$ cat config.mk
export PLATFORM = sky130hd
export DESIGN_NAME = pipe_ctrl_flat
export DESIGN_NICKNAME = d
export VERILOG_FILES = /design/src/rtl/pipe_ctrl_pkg.sv /design/src/rtl/pipe_ctrl_if.sv /design/src/rtl/pipe_ctrl.sv /design/src/flat_wrapper.sv
export SDC_FILE = /design/constraint.sdc
export NUM_CORES = 1
export LEC_CHECK = 0
export ABC_AREA = 0
export CORE_MARGIN = 1
export CORE_UTILIZATION = 47
export DETAILED_ROUTE_END_ITERATION = 8
export PLACE_DENSITY_LB_ADDON = 0.05
export SETUP_SLACK_MARGIN = 0.3
export SYNTH_ARGS = -nofsm -noshare
export SYNTH_HDL_FRONTEND = slang
export SYNTH_SLANG_ARGS = --single-unit
$ cat constraint.sdc
create_clock -name clk -period 3.82 [get_ports clk]
set_input_delay 1.146 -clock clk [delete_from_list [all_inputs] [get_ports clk]]
set_output_delay 1.146 -clock clk [all_outputs]
set_load 0.02 [all_outputs]
$ cat src/rtl/pipe_ctrl_pkg.sv
// pipe_ctrl_pkg: shared pipeline-control types, widths and the load-use hazard test.
// Latency: n/a (types and a pure function only).
// Backpressure: n/a.
package pipe_ctrl_pkg;

  localparam int REG_W   = 5;   // architectural register index width
  localparam int CNT_W   = 8;   // multi-cycle countdown width (op length up to 255)
  localparam int STALL_W = 32;  // stall cycle counter width

  // Controller FSM encoding.
  typedef enum logic [1:0] {
    ST_RUN   = 2'd0,
    ST_MDIV  = 2'd1,
    ST_FLUSH = 2'd2
  } state_t;

  // A load in EX whose destination is read by the instruction in ID.
  // x0 is hard-wired zero, so a load targeting it never creates a hazard.
  function automatic logic load_use_hit(
    input logic             ex_is_load,
    input logic [REG_W-1:0] ex_rd,
    input logic [REG_W-1:0] id_rs1,
    input logic             id_use_rs1,
    input logic [REG_W-1:0] id_rs2,
    input logic             id_use_rs2
  );
    return ex_is_load && (ex_rd != '0) &&
           ((id_use_rs1 && (id_rs1 == ex_rd)) ||
            (id_use_rs2 && (id_rs2 == ex_rd)));
  endfunction

endpackage

$ cat src/rtl/pipe_ctrl_if.sv
// pipe_ctrl_if: hazard inputs from the pipeline and stall/flush controls back to it.
// Latency: n/a (wires only).
// Backpressure: n/a; master = pipeline datapath, slave = pipe_ctrl.
// Signals:
//   id_rs1/id_rs2, id_use_rs1/id_use_rs2 : sources read by the ID instruction
//   ex_rd, ex_is_load                    : destination / load flag of the EX instruction
//   br_taken, mdiv_start, mem_busy       : EX branch, multi-cycle start, memory not ready
//   pc_hold, if_id_hold, if_id_flush, id_exe_bubble, exe_hold, mdiv_done, stall_cnt : controls
interface pipe_ctrl_if;
  import pipe_ctrl_pkg::*;

  logic [REG_W-1:0]   id_rs1;
  logic [REG_W-1:0]   id_rs2;
  logic               id_use_rs1;
  logic               id_use_rs2;
  logic [REG_W-1:0]   ex_rd;
  logic               ex_is_load;
  logic               br_taken;
  logic               mdiv_start;
  logic               mem_busy;

  logic               pc_hold;
  logic               if_id_hold;
  logic               if_id_flush;
  logic               id_exe_bubble;
  logic               exe_hold;
  logic               mdiv_done;
  logic [STALL_W-1:0] stall_cnt;

  modport master (
    output id_rs1, id_rs2, id_use_rs1, id_use_rs2, ex_rd, ex_is_load,
           br_taken, mdiv_start, mem_busy,
    input  pc_hold, if_id_hold, if_id_flush, id_exe_bubble, exe_hold,
           mdiv_done, stall_cnt
  );

  modport slave (
    input  id_rs1, id_rs2, id_use_rs1, id_use_rs2, ex_rd, ex_is_load,
           br_taken, mdiv_start, mem_busy,
    output pc_hold, if_id_hold, if_id_flush, id_exe_bubble, exe_hold,
           mdiv_done, stall_cnt
  );

endinterface

$ cat src/rtl/pipe_ctrl.sv
// pipe_ctrl: in-order pipeline hazard controller (load-use stall, branch flush, mul/div stall, memory freeze).
// Latency: controls are combinational from state and inputs (0 cycles); stall_cnt updates one edge later.
// Backpressure: mem_busy freezes PC, IF/ID and EX+ every cycle it is high; MDIV countdown keeps running.
// Ports: clk, rst (synchronous, active-high), bus (pipe_ctrl_if.slave).
// Config: define PIPE_CTRL_MDIV_EN to build the multi-cycle mul/div stall (MDIV state, counter,
//         mdiv_done). Without it mdiv_start is ignored and mdiv_done is tied to 0.
module pipe_ctrl
  import pipe_ctrl_pkg::*;
#(
  parameter int MDIV_CYCLES = 32  // total stall cycles of one mul/div op, 2..255
) (
  input  logic       clk,
  input  logic       rst,
  pipe_ctrl_if.slave bus
);

  state_t             state_q, state_d;
  logic [STALL_W-1:0] stall_q;
  logic               hit;

  logic pc_hold, if_id_hold, if_id_flush, id_exe_bubble, exe_hold, mdiv_done;

`ifdef PIPE_CTRL_MDIV_EN
  // Counts down the remaining MDIV-state cycles; the start cycle itself is the
  // first stall cycle, so the load value is MDIV_CYCLES-2.
  logic [CNT_W-1:0] cnt_q, cnt_d;
`else
  logic unused_mdiv;
  assign unused_mdiv = bus.mdiv_start ^ (MDIV_CYCLES > 0);
`endif

  assign hit = load_use_hit(bus.ex_is_load, bus.ex_rd, bus.id_rs1, bus.id_use_rs1,
                            bus.id_rs2, bus.id_use_rs2);

  always_comb begin
    pc_hold       = 1'b0;
    if_id_hold    = 1'b0;
    if_id_flush   = 1'b0;
    id_exe_bubble = 1'b0;
    exe_hold      = 1'b0;
    mdiv_done     = 1'b0;
    state_d       = state_q;
`ifdef PIPE_CTRL_MDIV_EN
    cnt_d         = cnt_q;
`endif
    // Under reset every control stays low whatever the inputs are.
    if (!rst) begin
      case (state_q)
`ifdef PIPE_CTRL_MDIV_EN
        // The MDIV freeze is the same as the mem_busy freeze, so mem_busy needs
        // no separate handling here and the countdown runs through it.
        ST_MDIV: begin
          pc_hold    = 1'b1;
          if_id_hold = 1'b1;
          exe_hold   = 1'b1;
          if (cnt_q == '0) begin
            mdiv_done = 1'b1;
            state_d   = ST_RUN;
          end else begin
            cnt_d = cnt_q - CNT_W'(1);
          end
        end
`endif
        ST_FLUSH: begin
          if (bus.mem_busy) begin
            pc_hold    = 1'b1;
            if_id_hold = 1'b1;
            exe_hold   = 1'b1;
          end else begin
            // Second slot behind a taken branch; hazards here belong to a wrong-path op.
            if_id_flush = 1'b1;
            state_d     = ST_RUN;
          end
        end
        ST_RUN: begin
          if (bus.mem_busy) begin
            pc_hold    = 1'b1;
            if_id_hold = 1'b1;
            exe_hold   = 1'b1;
          end else if (bus.br_taken) begin
            if_id_flush   = 1'b1;
            id_exe_bubble = 1'b1;
            state_d       = ST_FLUSH;
`ifdef PIPE_CTRL_MDIV_EN
          end else if (bus.mdiv_start) begin
            pc_hold    = 1'b1;
            if_id_hold = 1'b1;
            exe_hold   = 1'b1;
            cnt_d      = CNT_W'(MDIV_CYCLES - 2);
            state_d    = ST_MDIV;
`endif
          end else if (hit) begin
            pc_hold       = 1'b1;
            if_id_hold    = 1'b1;
            id_exe_bubble = 1'b1;
          end
        end
        default: state_d = ST_RUN;
      endcase
    end
  end

  always_ff @(posedge clk) begin
    if (rst) begin
      state_q <= ST_RUN;
      stall_q <= '0;
`ifdef PIPE_CTRL_MDIV_EN
      cnt_q   <= '0;
`endif
    end else begin
      state_q <= state_d;
`ifdef PIPE_CTRL_MDIV_EN
      cnt_q   <= cnt_d;
`endif
      if (pc_hold) stall_q <= stall_q + STALL_W'(1);  // wraps naturally at 2^32
    end
  end

  assign bus.pc_hold       = pc_hold;
  assign bus.if_id_hold    = if_id_hold;
  assign bus.if_id_flush   = if_id_flush;
  assign bus.id_exe_bubble = id_exe_bubble;
  assign bus.exe_hold      = exe_hold;
  assign bus.mdiv_done     = mdiv_done;
  assign bus.stall_cnt     = rst ? '0 : stall_q;

endmodule

$ cat src/flat_wrapper.sv
// flat-port wrapper written by rule: the top's interface ports become plain ports
module pipe_ctrl_flat import pipe_ctrl_pkg::*;
#(
  parameter int MDIV_CYCLES = 32                                                 
)
  (clk, rst, bus_id_rs1, bus_id_rs2, bus_id_use_rs1, bus_id_use_rs2, bus_ex_rd, bus_ex_is_load, bus_br_taken, bus_mdiv_start, bus_mem_busy, bus_pc_hold, bus_if_id_hold, bus_if_id_flush, bus_id_exe_bubble, bus_exe_hold, bus_mdiv_done, bus_stall_cnt);
  pipe_ctrl_if bus_i ();
  input  logic clk;
  input  logic rst;
  input wire logic [$bits(bus_i.id_rs1)-1:0] bus_id_rs1;
  input wire logic [$bits(bus_i.id_rs2)-1:0] bus_id_rs2;
  input wire logic [$bits(bus_i.id_use_rs1)-1:0] bus_id_use_rs1;
  input wire logic [$bits(bus_i.id_use_rs2)-1:0] bus_id_use_rs2;
  input wire logic [$bits(bus_i.ex_rd)-1:0] bus_ex_rd;
  input wire logic [$bits(bus_i.ex_is_load)-1:0] bus_ex_is_load;
  input wire logic [$bits(bus_i.br_taken)-1:0] bus_br_taken;
  input wire logic [$bits(bus_i.mdiv_start)-1:0] bus_mdiv_start;
  input wire logic [$bits(bus_i.mem_busy)-1:0] bus_mem_busy;
  output wire logic [$bits(bus_i.pc_hold)-1:0] bus_pc_hold;
  output wire logic [$bits(bus_i.if_id_hold)-1:0] bus_if_id_hold;
  output wire logic [$bits(bus_i.if_id_flush)-1:0] bus_if_id_flush;
  output wire logic [$bits(bus_i.id_exe_bubble)-1:0] bus_id_exe_bubble;
  output wire logic [$bits(bus_i.exe_hold)-1:0] bus_exe_hold;
  output wire logic [$bits(bus_i.mdiv_done)-1:0] bus_mdiv_done;
  output wire logic [$bits(bus_i.stall_cnt)-1:0] bus_stall_cnt;
  assign bus_i.id_rs1 = bus_id_rs1;
  assign bus_i.id_rs2 = bus_id_rs2;
  assign bus_i.id_use_rs1 = bus_id_use_rs1;
  assign bus_i.id_use_rs2 = bus_id_use_rs2;
  assign bus_i.ex_rd = bus_ex_rd;
  assign bus_i.ex_is_load = bus_ex_is_load;
  assign bus_i.br_taken = bus_br_taken;
  assign bus_i.mdiv_start = bus_mdiv_start;
  assign bus_i.mem_busy = bus_mem_busy;
  assign bus_pc_hold = bus_i.pc_hold;
  assign bus_if_id_hold = bus_i.if_id_hold;
  assign bus_if_id_flush = bus_i.if_id_flush;
  assign bus_id_exe_bubble = bus_i.id_exe_bubble;
  assign bus_exe_hold = bus_i.exe_hold;
  assign bus_mdiv_done = bus_i.mdiv_done;
  assign bus_stall_cnt = bus_i.stall_cnt;
  pipe_ctrl #(.MDIV_CYCLES(MDIV_CYCLES)) u_core (.clk(clk), .rst(rst), .bus(bus_i));
endmodule
==> impl_metrics.yaml <==
global_routing:
  grt_pass1_wl_um: 7490
  use_met1_pct: 26.0
  grt_use_total_pct: 21.8
  met3_usage_pct: 5.41
  grt_max_degree: 33
  grt_pass1_vias: 1681
  grt_util_met2_pct: 38.4
  antenna_found_initial: 0
  globalRouteOverflowTotal: 0
  grt.busiest_layer: "met2"
pwr:
  ir_worst_vdd_mv: 0.236
  cellLeakagePower_nw: 1.14
  p_seq_share_pct: 49.6
  pwr-share-comb_pct: 13.6
  switching_share_pct: 26.2
  power.total_uw: 707
  power_density_nw_per_um2: 251
  clock_power_share_pct: 36.8
  p_int_uw: 521
  p_sw_uw: 185
synth:
  synth_edf_count: 0
  ys_top_cells_by_area: "dfxtp_1 (33%), nor2b_1 (8.7%), mux2_2 (6.7%)"
  avgSynthCellArea_sq_um: 8.23
  synth_commonest_cells: "dfxtp_1 (33), nor2b_1 (28), nor2_1 (26), nand2_1 (16), a21oi_1 (14)"
  ys_seq_area_share_pct: 32.9
  yosys.area.top_type: "dfxtp_1"
  synth_nets: 268
  synth_cell_type_count: 40
  synth_area_sq_um: 2010
  synth_top_area_share_pct: 32.9
  yosysMostFrequentCell: "dfxtp_1"
  synth-seq-cells: 33
  ys_async_sr_fraction_pct: 0
  synth-main-ff-cell: "dfxtp_1"
  synthCells: 244
  yosys_warnings: 0
job:
  drv_cap: 0
floorplanning:
  die_area_sq_um: 4540
  num_io_pins: 61
  rows: 23
  fp.dieW_um: 67.4
  initial_core_util_pct: 49.5
  core-area_sq_um: 4060
  die_h_um: 67.4
route:
  wl_per_cell_um: 12.7
  first_iter_violations: 63
  vias_per_cell: 5.35
  ant_nets: 0
  vias: 1921
  drc: 0
  dr.pass1.iters: 4
  drt_wl_total_um: 4560
cells_and_area:
  diodes: 0
  final_area_sq_um: 2820
  layout.nets: 332
  drive_gt1_share_pct: 20.1
  syn_to_final_growth_pct: 40.2
  nFillCells: 368
cts:
  cts_buffer_depth: 2
  insertion_delay_ns: 0.28
  cts_tree: "built"
  clockRootBuffer: "clkbuf_8"
  cts_made_buffers: 5
  cts.clk_slew.worst_paths_ns: 0.07
  cts_num_sinks: 33
  cts_max_level: 2
sta:
  finClkSkew_ns: 0.00367
  period_needed_ns: 3.52
  hold_viol: 0
  worst_pin_slew_ns: 0.656
  relSlewSlack_pct: 56.2
  period_share_pct: 92.1
  finalWorstSetupSlack_ns: 0.303
  rsz0062_at_grt: "true"
  slew_violations: 0
  timing.hold.ws_ns: 0.478
  finalSetupViolCount: 0
  fmax_mhz: 284
placement:
  dpl-instance-area_sq_um: 2680
  dp_slack_ns: -0.539
  dp_hpwl_um: 3230
  place.gp.congestion: 0.773
  io_buffers: 58
setup_path:
  r2r_setup_slack_ns: 1.63
  crit_buf_inv: 3
  crit_type: "in -> out"
  crit_chain: "dlygate4sd2_1 -> xnor2_1 -> nand4_1 -> o22ai_2 -> buf_6 -> a31oi_4 -> nor2_4 -> buf_6"
  cpMostUsedCell: "buf_6"
  cpLargestDelayFamily: "buffers and inverters"
  arrival_ns: 2.37
  critPathMaxStageDelay_ns: 0.25
  end_kind: "output pin"
  required_ns: 2.67
  startpoint_type: "input pin"
  slowest_stage: "dlygate4sd2_1"
  cp_max_fo: 2
status:
  status: "complete, no violations"
min_path:
  hold_path_class: "reg -> reg"
worst register-to-register path, stage by stage (launching register included):
cell	delay, ns
dfxtp_1	0.41
nand4_2	0.16
or3_1	0.51
nor3_4	0.30
nand3_1	0.18
or4_1	0.42
a21oi_1	0.14
layer usage:
layer	up-vias	share of wire, %
met5	-	0
met4	0	0.59
met3	2	4.4
met2	45	48
met1	890	47
li1	984	-
cell families after synthesis:
group	share of synthesized area [%]
compound gates	12.4
xor+xnor	4.80
fa+ha+maj	0.623
buf+inv	5.23
flops	32.9
mux	7.97
other cells	0.187
simple gates	35.9
state kept, by name, indices dropped and copies added (netlist names):
name	cells
u_core.state_q	1
u_core.stall_q	32
repair_timing:
item                                    CTS  global route
setup buffers                             3             0
pin swaps                                17             8
endpoints found under the hold margin     0             0
hold buffers                              0             0
gates resized for setup                  62            13
endpoints found under the setup margin    5             8
worst paths after layout:
kind / end / cells after the start / startpoint
max: bus_if_id_hold / 8 / bus_id_rs2[3]
min: u_core.stall_q[31]$_SDFFE_PP0P_ / 2 / u_core.stall_q[31]$_SDFFE_PP0P_
max reg2reg: u_core.stall_q[28]$_SDFFE_PP0P_ / 6 / u_core.stall_q[7]$_SDFFE_PP0P_
min reg2reg: u_core.stall_q[31]$_SDFFE_PP0P_ / 2 / u_core.stall_q[31]$_SDFFE_PP0P_
power groups by stage:
stage          Clock [mW]  Combinational (mW)  Sequential, mW
5_1_grt             0.284               0.105           0.351
6_report            0.260              0.0957           0.350
3_5_place_dp            0              0.0935           0.358
3_3_place_gp            0              0.0923           0.358
4_1_cts             0.271              0.0936           0.350
2_1_floorplan           0              0.0490           0.357
metrics by stage:
| stage | setup TNS, ns | utilization [%] | cells |
|---|---|---|---|
| 2_1_floorplan | 0 | - | 244 |
| 3_3_place_gp | -1.50 | 66.0 | 348 |
| 3_5_place_dp | -1.54 | 66.0 | 348 |
| 4_1_cts | 0 | 68.8 | 359 |
| 5_1_grt | 0 | 69.4 | 359 |
| 6_report | 0 | 69.4 | 359 |
cell usage in the layout (no fill, tap or decap), types with 3 or more instances in the layout:
cell type,count
dfxtp_1,33
clkdlybuf4s50_1,31
nor2b_1,28
nor2_1,25
nand2_1,16
a21oi_1,13
mux2_2,12
o21ai_0,11
or4_1,10
buf_4,10
or3_1,8
dlygate4sd2_1,8
inv_1,7
nand3_1,7
buf_6,7
xnor2_1,6
nor3_1,6
nand4_1,5
o31ai_1,5
clkbuf_8,5
buf_2,5
dlymetal6s2s_1,5
xnor2_2,4
and3_1,4
nor3b_1,3
clkdlybuf4s15_1,3
cell type report:
cell class	count	area, sq um	share of cell area, %
Multi-Input combinational cell	189	1300	46.1
Timing Repair Buffer	72	682	24.2
Sequential cell	33	661	23.5
Clock buffer	5	68.8	2.44
Tap cell	50	62.6	2.22
Inverter	7	26.3	0.933
Clock inverter	3	17.5	0.622
Power figures use the tool's default switching activity.
